File: config.mk
export PLATFORM = sky130hd
export DESIGN_NAME = ccm_ctr_sched
export DESIGN_NICKNAME = d
export VERILOG_FILES = /design/src/rtl/ccm_pkg.sv /design/src/rtl/ccm_ctr_blk_gen.sv /design/src/rtl/ccm_ctr_sched.sv
export SDC_FILE = /design/constraint.sdc
export NUM_CORES = 1
export LEC_CHECK = 0
export ABC_AREA = 1
export CAP_MARGIN = 20
export CORE_MARGIN = 2
export CORE_UTILIZATION = 53
export DETAILED_ROUTE_END_ITERATION = 16
export PLACE_DENSITY = 0.93
export SYNTH_ARGS = -nofsm -noshare
export SYNTH_HDL_FRONTEND = slang
export SYNTH_HIERARCHICAL = 1
export SYNTH_SLANG_ARGS = --single-unit
File: constraint.sdc
create_clock -name clk -period 4.1 [get_ports clk]
set_clock_uncertainty 0.2 [all_clocks]
set_input_delay 0.82 -clock clk [delete_from_list [all_inputs] [get_ports clk]]
set_output_delay 0.82 -clock clk [all_outputs]
set_load 0.005 [all_outputs]
File: src/rtl/ccm_pkg.sv
// rtl/ccm_pkg.sv - shared widths and FSM encoding for the CCM counter-mode scheduler
package ccm_pkg;

    localparam int DEF_WIDTH_NONCE = 100;
    localparam int DEF_WIDTH_FLAG  = 8;
    localparam int DEF_WIDTH_COUNT = 20;
    localparam int AES_BLOCK       = 128;
    localparam int BLK_BYTES       = 16;

    typedef enum logic [2:0] {
        ST_IDLE,
        ST_ISSUE_S0,
        ST_WAIT_S0,
        ST_COLLECT,
        ST_ISSUE,
        ST_WAIT
    } ccm_state_e;

endpackage

File: src/rtl/ccm_ctr_blk_gen.sv
// rtl/ccm_ctr_blk_gen.sv - counter register with wrap detect and {flag, nonce, count} block assembly
module ccm_ctr_blk_gen
    import ccm_pkg::*;
#(
    parameter int WIDTH_NONCE = DEF_WIDTH_NONCE,
    parameter int WIDTH_FLAG  = DEF_WIDTH_FLAG,
    parameter int WIDTH_COUNT = DEF_WIDTH_COUNT
) (
    input  logic                   clk,
    input  logic                   reset,
    input  logic                   load_i,
    input  logic                   inc_i,
    input  logic                   snap_i,
    input  logic [WIDTH_NONCE-1:0] nonce_i,
    input  logic [WIDTH_FLAG-1:0]  flag_i,
    output logic [AES_BLOCK-1:0]   block_o,
    output logic                   overflow_o
);

    logic [WIDTH_NONCE-1:0] nonce_q, nonce_d;
    logic [WIDTH_FLAG-1:0]  flag_q, flag_d;
    logic [WIDTH_COUNT-1:0] count_q, count_d;
    logic                   ovf_q, ovf_d;
    logic [AES_BLOCK-1:0]   block_q, block_d;

    always_comb begin
        nonce_d = nonce_q;
        flag_d  = flag_q;
        count_d = count_q;
        ovf_d   = ovf_q;
        block_d = block_q;
        if (load_i) begin
            nonce_d = nonce_i;
            flag_d  = flag_i;
            count_d = '0;
            ovf_d   = 1'b0;
        end else if (inc_i) begin
            count_d = count_q + WIDTH_COUNT'(1);
            if (&count_q) begin
                ovf_d = 1'b1;
            end
        end
        // Snapshot uses next-state values so a block issued right after start carries the new nonce/flag.
        if (snap_i) begin
            block_d = {flag_d, nonce_d, count_d};
        end
    end

    always_ff @(posedge clk) begin
        if (reset) begin
            nonce_q <= '0;
            flag_q  <= '0;
            count_q <= '0;
            ovf_q   <= 1'b0;
            block_q <= '0;
        end else begin
            nonce_q <= nonce_d;
            flag_q  <= flag_d;
            count_q <= count_d;
            ovf_q   <= ovf_d;
            block_q <= block_d;
        end
    end

    assign block_o    = block_q;
    assign overflow_o = ovf_q;

endmodule

File: src/rtl/ccm_ctr_sched.sv
// rtl/ccm_ctr_sched.sv - CCM counter-block sequencer pacing the byte stream against AES keystream
module ccm_ctr_sched
    import ccm_pkg::*;
#(
    parameter int WIDTH_NONCE = DEF_WIDTH_NONCE,
    parameter int WIDTH_FLAG  = DEF_WIDTH_FLAG,
    parameter int WIDTH_COUNT = DEF_WIDTH_COUNT
) (
    input  logic                   clk,
    input  logic                   reset,
    input  logic                   start,
    input  logic [WIDTH_NONCE-1:0] ccm_ctr_nonce,
    input  logic [WIDTH_FLAG-1:0]  ccm_ctr_flag,
    input  logic                   input_en,
    input  logic                   input_last,
    output logic                   out_ready,
    output logic                   aes_in_en,
    output logic [AES_BLOCK-1:0]   aes_in_block,
    input  logic                   aes_out_en,
    output logic                   s0_valid,
    output logic                   ks_valid,
    output logic [4:0]             blk_bytes,
    output logic                   blk_last,
    output logic                   ctr_overflow
);

    ccm_state_e state_q, state_d;
    logic [4:0] byte_cnt_q, byte_cnt_d;
    logic [4:0] blk_bytes_q, blk_bytes_d;
    logic       blk_last_q, blk_last_d;
    logic       load, inc, snap;

    always_comb begin
        state_d     = state_q;
        byte_cnt_d  = byte_cnt_q;
        blk_bytes_d = blk_bytes_q;
        blk_last_d  = blk_last_q;
        load        = 1'b0;
        inc         = 1'b0;
        case (state_q)
            ST_IDLE: begin
                if (start) begin
                    load    = 1'b1;
                    state_d = ST_ISSUE_S0;
                end
            end
            ST_ISSUE_S0: state_d = ST_WAIT_S0;
            ST_WAIT_S0: begin
                if (aes_out_en) begin
                    inc        = 1'b1;
                    byte_cnt_d = '0;
                    state_d    = ST_COLLECT;
                end
            end
            ST_COLLECT: begin
                if (input_en) begin
                    byte_cnt_d = byte_cnt_q + 5'd1;
                    if (input_last || byte_cnt_q == 5'(BLK_BYTES - 1)) begin
                        blk_bytes_d = byte_cnt_q + 5'd1;
                        blk_last_d  = input_last;
                        state_d     = ST_ISSUE;
                    end
                end else if (input_last) begin
                    // A bare close on an empty block ends the message without another keystream block.
                    if (byte_cnt_q == '0) begin
                        state_d = ST_IDLE;
                    end else begin
                        blk_bytes_d = byte_cnt_q;
                        blk_last_d  = 1'b1;
                        state_d     = ST_ISSUE;
                    end
                end
            end
            ST_ISSUE: state_d = ST_WAIT;
            ST_WAIT: begin
                if (aes_out_en) begin
                    inc = 1'b1;
                    if (blk_last_q) begin
                        state_d = ST_IDLE;
                    end else begin
                        byte_cnt_d = '0;
                        state_d    = ST_COLLECT;
                    end
                end
            end
            default: state_d = ST_IDLE;
        endcase
    end

    assign snap = (state_d == ST_ISSUE_S0) || (state_d == ST_ISSUE);

    always_ff @(posedge clk) begin
        if (reset) begin
            state_q     <= ST_IDLE;
            byte_cnt_q  <= '0;
            blk_bytes_q <= '0;
            blk_last_q  <= 1'b0;
        end else begin
            state_q     <= state_d;
            byte_cnt_q  <= byte_cnt_d;
            blk_bytes_q <= blk_bytes_d;
            blk_last_q  <= blk_last_d;
        end
    end

    ccm_ctr_blk_gen #(
        .WIDTH_NONCE (WIDTH_NONCE),
        .WIDTH_FLAG  (WIDTH_FLAG),
        .WIDTH_COUNT (WIDTH_COUNT)
    ) u_blk_gen (
        .clk        (clk),
        .reset      (reset),
        .load_i     (load),
        .inc_i      (inc),
        .snap_i     (snap),
        .nonce_i    (ccm_ctr_nonce),
        .flag_i     (ccm_ctr_flag),
        .block_o    (aes_in_block),
        .overflow_o (ctr_overflow)
    );

    assign out_ready = (state_q == ST_COLLECT);
    assign aes_in_en = (state_q == ST_ISSUE_S0) || (state_q == ST_ISSUE);
    assign s0_valid  = (state_q == ST_WAIT_S0) && aes_out_en;
    assign ks_valid  = (state_q == ST_WAIT) && aes_out_en;
    assign blk_bytes = blk_bytes_q;
    assign blk_last  = blk_last_q;

endmodule

==> Word-level counts from Yosys, hierarchy flattened <==
Index checks and enable logic that the tools add are counted.
{ "totals": {"latchBits": 0, "input_bits": 114, "memories": 0, "reg_bits": 271, "word_cells": 69, "out_inout_bits": 139, "ramBits": 0, "mem_bits_ro": 0} }
{ "op_classes": {"n_shift": 0, "eq_ne": 14, "n_mux": 30, "div_mod_pow": 0, "order_cmp": 0, "multipliers": 0, "bitwise": 0, "reduce_logical": 14, "n_addsub": 2} }
{ "ops": {"columns": ["cell", "n"], "rows": [
  ["$mux W100", 1],
  ["$mux W20", 2],
  ["$mux W5", 8],
  ["$mux W3", 7],
  ["$reduce_and A21 Y1", 1],
  ["$add A20 B1 Y20 const B", 1],
  ["$pmux W3 S6", 1],
  ["$pmux W5 S3", 1],
  ["$ne A2 B2 Y1 const B", 5],
  ["$eq A3 B3 Y1 const B", 3],
  ["$mux W1", 8],
  ["$mux W8", 1],
  ["$eq A3 B1 Y1 const B", 2],
  ["$eq A3 B2 Y1 const B", 2],
  ["$add A5 B1 Y5 const B", 1],
  ["$eq A5 B4 Y1 const B", 1],
  ["$logic_not A5 Y1", 1],
  ["$reduce_and A5 Y1", 1],
  ["$reduce_and A4 Y1", 1],
  ["$reduce_or A2 Y1", 2],
  ["$logic_not A3 Y1", 1],
  ["$logic_or A1 B1 Y1", 3],
  ["$reduce_bool A3 Y1", 1],
  ["$logic_and A1 B1 Y1", 2],
  ["other kinds (3)", 3]
]} }

==> Depth between registers and ports, before layout <==
Gate-level depths: netlist of run 1.
{ "depth": {"ltp_word": 7, "ltp_mapped": 16, "depth_no_buf": 14} }

==> Hierarchy <==
Netlist of run 1, hierarchy kept.
{ "by_module_without_submodules": {"columns": ["mod", "area_per_inst_um2", "n_inst", "cells_per_inst", "seq_area_each_um2"], "rows": [
  ["ccm_ctr_blk_gen", 9580.4, 1, 1072, 5144.9],
  ["ccm_ctr_sched", 930.9, 1, 147, 280.3]
]} }

==> Worst setup path after synthesis of run 1 <==
No wires, ideal clock.
{ "synth_timing": {"path_type": "reg-to-reg", "from": "register byte_cnt_q[0]", "to": "register u_blk_gen.block_q[71] (netlist: u_blk_gen/block_o[71])", "stages_incl_launch_ff": 17, "setup_time_ps": 116, "period_less_slack_ps": 2396, "t_arrival_ps": 2079, "required_time_ps": 3784, "slack_ps": 1704, "path_buffers": 3, "cell_sequence": "dfxtp_1 ha_1 nand2_1 nor2_1 ha_1 nor2_1 nand2_1 nand2_4 clkinv_4 nand2_4 o21ai_0 buf_2 buf_2 clkbuf_1 nand2_1 o211ai_1 inv_1"} }
{ "synth_between": {"elab_chain_len": 7, "word_cells_on_any_way": 11, "classes_between": "eq/ne: 3; mux: 5; reduce/logical: 3"} }
{ "synth_rtl": {"columns": ["element", "line", "source"], "rows": [
  ["start, declared", "ccm_ctr_sched.sv:28", "logic [4:0] byte_cnt_q, byte_cnt_d;"],
  ["start signal, assigned", "ccm_ctr_sched.sv:100", "byte_cnt_q <= byte_cnt_d;"],
  ["$eq A5 B4 Y1 / $logic_not A5 Y1 (equally long branches)", "ccm_ctr_sched.sv:58, ccm_ctr_sched.sv:65", null],
  ["$logic_or A1 B1 Y1 / $mux W3 (equally long branches)", "ccm_ctr_sched.sv:58, ccm_ctr_sched.sv:65", null],
  ["$mux W3, on equally long branches", "ccm_ctr_sched.sv:58, ccm_ctr_sched.sv:63", null],
  ["$mux W3 (*)", "ccm_ctr_sched.sv:56", "if (input_en) begin"],
  ["$pmux W3 S6 (*)", "ccm_ctr_sched.sv:40", "case (state_q)"],
  ["$eq A3 B1 Y1 / $eq A3 B3 Y1 (equally long branches)", "ccm_ctr_sched.sv:90", "assign snap = (state_d == ST_ISSUE_S0) || (state_d == ST_ISSUE);"],
  ["$logic_or A1 B1 Y1 (*)", "ccm_ctr_sched.sv:90", null],
  ["net snap", "ccm_ctr_sched.sv:31", "logic load, inc, snap;"],
  ["end signal, assigned", "ccm_ctr_blk_gen.sv:61", "block_q <= block_d;"],
  ["end, declared", "ccm_ctr_blk_gen.sv:24", "logic [AES_BLOCK-1:0] block_q, block_d;"]
]} }
Mark *: on every way through the listed nets, which the timed path passes. The rest lies on a longest branch.
A chain may end at the register's enable or synchronous reset.

==> Final worst setup path of run 1 <==
{ "layout_timing": {"from": "input aes_out_en", "to": "output ks_valid"} }
{ "layout_between": {"elab_chain_len": 1} }
{ "layout_rtl": {"columns": ["element", "line", "source"], "rows": [
  ["start, declared", "ccm_ctr_sched.sv:19", "input logic aes_out_en,"],
  ["$logic_and A1 B1 Y1", "ccm_ctr_sched.sv:125", "assign ks_valid = (state_q == ST_WAIT) && aes_out_en;"],
  ["end, declared", "ccm_ctr_sched.sv:21", "output logic ks_valid,"]
]} }
No other way between the ends.

==> results of run 1 <==
[synthesized netlist by cell type (5+ instances only)]
cell type | n | share of area, %
a21oi_1 | 24 | 1.1
buf_1 | 6 | 0.21
buf_2 | 18 | 0.86
buf_4 | 6 | 0.43
buf_6 | 8 | 0.86
clkbuf_1 | 33 | 1.2
dfxtp_1 | 271 | 52
ha_1 | 5 | 0.60
inv_1 | 146 | 5.2
mux2i_1 | 108 | 10
nand2_1 | 198 | 7.1
nand2_2 | 6 | 0.36
nand3_1 | 47 | 2.2
nor2_1 | 181 | 6.5
o211ai_1 | 110 | 7.9
o21ai_0 | 20 | 0.95
[per-layer routing]
layer	global-route usage, %	vias up	share of wire [%]
met3	5.36	57	6.0
met2	44.0	274	51
met4	7.97	0	3.0
li1	-	4364	-
met5	0	-	0
met1	30.0	4115	40
[cells in the final DEF, fill, tap and decap left out, types with 24 or more instances in the layout]
| cell type | netlist | layout |
|---|---|---|
| dfxtp_1 | 271 | 271 |
| clkdlybuf4s50_1 | 0 | 251 |
| nand2_1 | 198 | 198 |
| nor2_1 | 181 | 180 |
| inv_1 | 146 | 145 |
| o211ai_1 | 110 | 110 |
| mux2i_1 | 108 | 108 |
| nand3_1 | 47 | 47 |
| clkbuf_16 | 0 | 29 |
| a21oi_1 | 24 | 24 |
[logic make-up after synthesis]
kind of cell	count (synthesis)	share of synthesized area [%]
AOI/OAI and AO/OA	159	10.3
xor gates and xnor gates	5	0.417
adders and majority gates	5	0.595
buffers and inverters	222	8.98
DFF	271	51.6
muxes	108	10.3
and+or+nand+nor	449	17.8
[power by group]
part	internal (mW)	switching (mW)
Combinational	0.635	0.617
Sequential	2.89	0.122
Clock	1.45	1.00
Total	4.98	1.74
[worst max path at each step]
| stage | from | endpoint | slack (ns) | cells past startpoint |
|---|---|---|---|---|
| detailed placement | input_en | u_blk_gen/block_o[22]$_SDFFE_PP0P_ | 0.86 | 9 |
| CTS | aes_out_en | ks_valid | 0.90 | 4 |
| floorplan | byte_cnt_q[0]$_SDFFE_PP0P_ | u_blk_gen/block_o[71]$_SDFFE_PP0P_ | 1.70 | 16 |
| global route | aes_out_en | ks_valid | 0.82 | 4 |
| global placement | input_en | u_blk_gen/block_o[68]$_SDFFE_PP0P_ | 0.91 | 9 |
| finish | aes_out_en | ks_valid | 0.89 | 4 |
[area by class of cell]
type                            instances  area (um^2)
Clock buffer                           40          827
Clock inverter                          7         62.6
Fill cell                            1399         5450
Inverter                              151          574
Multi-Input combinational cell        726         4160
Sequential cell                       271         5430
Tap cell                              265          332
Timing Repair Buffer                  260         2630
[sequential cells by signal (all words and copies together) (netlist names)]
name / count
u_blk_gen/nonce_q: 100
u_blk_gen/overflow_o: 1
u_blk_gen/block_o: 128
u_blk_gen/flag_q: 8
blk_bytes: 5
u_blk_gen/count_q: 20
state_q: 3
byte_cnt_q: 5
blk_last: 1
[tightest hold or removal path: stages (launching register included)]
cell      delay [ns]
dfxtp_1         0.32
o211ai_1        0.08
inv_1           0.05
[metrics by stage]
step	instances	hold WS, ns	cell area, um^2
floorplan	1219	0.247	10500
global placement	1673	0.245	13100
detailed placement	1673	0.262	13100
CTS	1720	0.280	14000
global route	1720	0.300	14000
finish	1720	0.275	14000
==> impl_metrics.tcl, run 1 <==
set metrics [dict create \
    reg2reg_slack_ns 1.42 \
    powerDensity_mw_per_mm2 479 \
    die-area_mm2 0.0210 \
    insertion_delay_ns 0.53 \
    arrival_ns 2.19 \
    synth_edf_count 0 \
    grt_overflow 0 \
    antenna_found_initial 0 \
    cts_sinks 271 \
    crit_path_frequent_cell "clkdlybuf4s50_1" \
    hold_violations 0 \
    status "finished, final reports clean" \
    num_antenna_cells 0 \
    gr-usage-all-layers_pct 24.8 \
    grt_max_degree 128 \
    worstReg2RegEnd "u_blk_gen/block_o[52]$_SDFFE_PP0P_" \
    rr_worst_depth 14 \
    syn_inst 1219 \
    crit_chain "clkdlybuf4s50_1 -> inv_1 -> nor2_1 -> clkdlybuf4s50_1" \
    slew_headroom_pct 40.8 \
    routed_wl_mm 27.1 \
    std_cell_rows 51 \
    cts_buffer_depth 3 \
    slowest_delay_ns 0.53 \
    fin_ws_ns 0.891 \
    drc 0 \
    slew_viol_final 0 \
    drt-pass1-iter-count 5 \
    hold_buffers 0 \
    p_leak_nw 6.31 \
    path_buf_inv 3 \
    tightestPinTransition_ns 0.888 \
    cts.clk_slew.worst_paths_ns 0.06 \
    drive_gt1_share_pct 5.50 \
    place.gp.congestion 0.897 \
    hpwlAfterDp_mm 17.9 \
    fin_util_pct 72.0 \
    area_growth_pct 33.3 \
    numCtsBuffers 28 \
    cts_setup_buffers 0 \
    synth_area_mm2 0.0105 \
    reg2reg_from "byte_cnt_q[0]$_SDFFE_PP0P_" \
    die_h_um 145 \
    cts-root-buf "clkbuf_16" \
    yosysWarnings 6 \
    cp-end-kind "output port" \
    fin_crit_sh_pct 78.3 \
    grt_first_pass_wirelength_mm 42.4 \
    ys_ff_latch 271 \
    synth.distinct_cells 33 \
    path_class "input pin to output port" \
    setup_viol 0 \
    rsz0062_at_grt "false" \
    required_ns 3.08 \
    fmax_mhz 312 \
    ctsResizeCount 0 \
    finalSetupTns_ns 0 \
    die_width_um 145 \
    synthArstFlopShare_pct 0 \
    vdd_drop_max_mv 0.425 \
    hold-path-endpoint "u_blk_gen/block_o[61]$_SDFFE_PP0P_" \
    h-tree-depth 1 \
    hp-start "u_blk_gen/block_o[61]$_SDFFE_PP0P_" \
    pin_count 253 \
    core_mm2 0.0195 \
    cpLargestDelayFamily "buffers and inverters" \
    p_total_mw 6.72 \
    antenna_left 0 \
    fin_nets 1557 \
    drt_iter0_drc 630 \
    critPathMaxFanout 5 \
    cp-start-kind "input pin" \
    fin_crit_ns 3.21 \
    cp_slowest_cell "clkdlybuf4s50_1" \
    ys_seq_area_share_pct 51.6 \
    start_util_pct 54.0 \
    worstHoldPathCells 2 \
    io_buffer_count 252 \
    vias 8810 \
    syn_nets 1338 \
    syn_avg_cell_area_um2 8.62 \
    grt_pass1_vias 8519 \
    ys_dominant_reg_cell "dfxtp_1" \
    cts_tree "done" \
    max_cap_violations 0 \
    routedWlPerCell_um 15.8 \
    post-place-ws_ns 0.856 \
    hp-class "flip-flop to flip-flop" \
    vias_per_cell 5.12 \
]
Power figures use the tool's default switching activity.
==> run 2, diff against run 1 <==
--- a/config.mk
+++ b/config.mk
@@ -8,9 +8,9 @@
 export ABC_AREA = 1
 export CAP_MARGIN = 20
 export CORE_MARGIN = 2
-export CORE_UTILIZATION = 53
+export CORE_UTILIZATION = 45
 export DETAILED_ROUTE_END_ITERATION = 16
-export PLACE_DENSITY = 0.93
+export PLACE_DENSITY = 0.84
 export SYNTH_ARGS = -nofsm -noshare
 export SYNTH_HDL_FRONTEND = slang
 export SYNTH_HIERARCHICAL = 1
==> constraint.sdc (replaced) <==
create_clock -name clk -period 2.7 [get_ports clk]
set_clock_uncertainty 0.2 [all_clocks]
set_input_delay 0.54 -clock clk [delete_from_list [all_inputs] [get_ports clk]]
set_output_delay 0.54 -clock clk [all_outputs]
set_load 0.005 [all_outputs]
==> run 2 against run 1 <==
Net effect: worst setup slack got worse by 0.76 ns; global-route usage shrank 3.0 points; combinational power grew 59%; register-to-register slack worse by 1.2 ns; clock-buffer cell count is 4 higher; cell count up 4.2%; via count about the same; sequential power grew 52%; routed wire length shrank 0.29%; sequential share of layout area fell by 0.94 points; design area grew 2.6%; power rose by 55%.
==> impl_metrics.tcl, run 2 (synthesized netlist as in run 1, its figures left out) <==
set metrics [dict create \
    rsz0062_at_grt "false" \
    cp-end-kind "output port" \
    grt_first_pass_wirelength_mm 43.7 \
    h-tree-depth 1 \
    fin_crit_sh_pct 95.3 \
    final_cells 1793 \
    drt-pass1-iter-count 9 \
    hold_violations 0 \
    routed_wl_mm 27.1 \
    finalSetupTns_ns 0 \
    io_buffer_count 252 \
    crit_chain "clkdlybuf4s50_1 -> inv_1 -> nor2_2 -> clkdlybuf4s50_1" \
    antenna_left 0 \
    top_usage_layer "met2" \
    status "finished, final reports clean" \
    grt_overflow 0 \
    grt_pass1_vias 8752 \
    cp-start-kind "input pin" \
    place.gp.congestion 0.888 \
    cts_buffer_depth 3 \
    slew_headroom_pct 58.3 \
    p_sw_mw 2.64 \
    cts_sinks 271 \
    use_met1_pct 26.6 \
    tightestPinTransition_ns 0.625 \
    pin_count 253 \
    p_int_mw 7.74 \
    cts_setup_buffers 0 \
    slowest_delay_ns 0.53 \
    core_mm2 0.0228 \
    fin_util_pct 63.1 \
    grtUsageMet3_pct 4.65 \
    vias_per_cell 4.92 \
    antenna_found_initial 0 \
    final_cell_mix "267 x dfxtp_1, 251 x clkdlybuf4s50_1, 198 x nand2_1, 177 x nor2_1, 145 x inv_1" \
    vias 8816 \
    p_comb_share_pct 19.2 \
    fin_nets 1578 \
    fmax_mhz 389 \
    grt_max_degree 82 \
    die-area_mm2 0.0246 \
    fillCellCount 1831 \
    path_buf_inv 3 \
    largest_register_ffs 128 \
    cp_slowest_cell "clkdlybuf4s50_1" \
    die_h_um 157 \
    drc 0 \
    setup_viol 0 \
    cts_tree "done" \
    startpoint "aes_out_en" \
    std_cell_rows 55 \
    start_util_pct 46.1 \
    hp-start "reset" \
    slew_viol_final 0 \
    crit_path_frequent_cell "clkdlybuf4s50_1" \
    drive_gt1_share_pct 7.37 \
    p_leak_nw 6.47 \
    power_frac_seq_pct 44.1 \
    final_common_cell "dfxtp_1" \
    cpLargestDelayFamily "buffers and inverters" \
    required_ns 1.96 \
    cts-root-buf "clkbuf_16" \
    pwr-share-clk_pct 36.8 \
    numCtsBuffers 27 \
    insertion_delay_ns 0.53 \
    path_class "input pin to output port" \
    hp-class "input pin to flip-flop" \
    grt.met2_usage_pct 37.1 \
    powerDensity_mw_per_mm2 722 \
    dp_cells 1743 \
    critPathMaxFanout 5 \
    fin_crit_ns 2.57 \
    die_width_um 157 \
    drt_iter0_drc 478 \
    hpwlAfterDp_mm 18.8 \
    max_cap_violations 0 \
    gr-usage-all-layers_pct 21.8 \
    reg2reg_from "byte_cnt_q[1]$_SDFFE_PP0P_" \
    arrival_ns 1.83 \
    vdd_drop_max_mv 0.505 \
    swShare_pct 25.5 \
    cts.clk_slew.worst_paths_ns 0.06 \
    area_growth_pct 36.7 \
    routedWlPerCell_um 15.1 \
]
==> run 2: final timing paths <==
check	to	slack (ns)	cells past startpoint
worst max register to register	u_blk_gen/block_o[56]$_SDFFE_PP0P_	0.27	14
worst min register to register	u_blk_gen/overflow_o$_SDFFE_PP0P_	0.26	2
worst min-delay path	u_blk_gen/nonce_q[93]$_SDFF_PP0_	0.23	2
worst max-delay path	ks_valid	0.13	4
==> run 2: power groups by stage <==
stage	logic, mW	registers (mW)	clock network, mW
final	1.99	4.57	3.82
after global routing	2.18	4.61	4.08
after CTS	2.00	4.57	3.91
after detailed placement	1.98	4.65	0
after global placement	1.94	4.64	0
after floorplan	1.01	4.64	0
==> run 2: metrics by stage <==
stage | instance area (um^2) | hold slack [ns] | total power, mW | setup slack (ns)
after global placement | 13400 | 0.244 | 6.57 | 0.113
after floorplan | 10500 | 0.247 | 5.66 | 0.304
final | 14400 | 0.226 | 10.4 | 0.126
after global routing | 14400 | 0.222 | 10.9 | 0.0200
after CTS | 14400 | 0.216 | 10.5 | 0.0502
after detailed placement | 13400 | 0.251 | 6.63 | 0.0833
==> run 2: repair_timing <==
item,CTS,global route
setup endpoints to repair,2,68
gates resized for setup,2,6
hold buffers,0,0
pin swaps,0,0
==> run 2: area by class of cell <==
type | count | area (um^2) | share of cell area (%)
flip-flops and latches | 271 | 5430 | 37.8
multi-input cells | 726 | 4170 | 29.0
repair buffers | 282 | 2880 | 20.1
clock buffers | 44 | 840 | 5.84
inverters | 151 | 574 | 4.00
well taps | 313 | 392 | 2.72
clock inverters | 5 | 78.8 | 0.548
diodes | 1 | 2.50 | 0.0174
==> run 2: routing by layer <==
| metal | part of all wire (%) | vias up | wire length (um) |
|---|---|---|---|
| met2 | 49 | 269 | 13200 |
| li1 | - | 4414 | - |
| met4 | 4.2 | 0 | 1150 |
| met3 | 5.8 | 79 | 1570 |
| met1 | 41 | 4054 | 11100 |
| met5 | 0 | - | 0 |
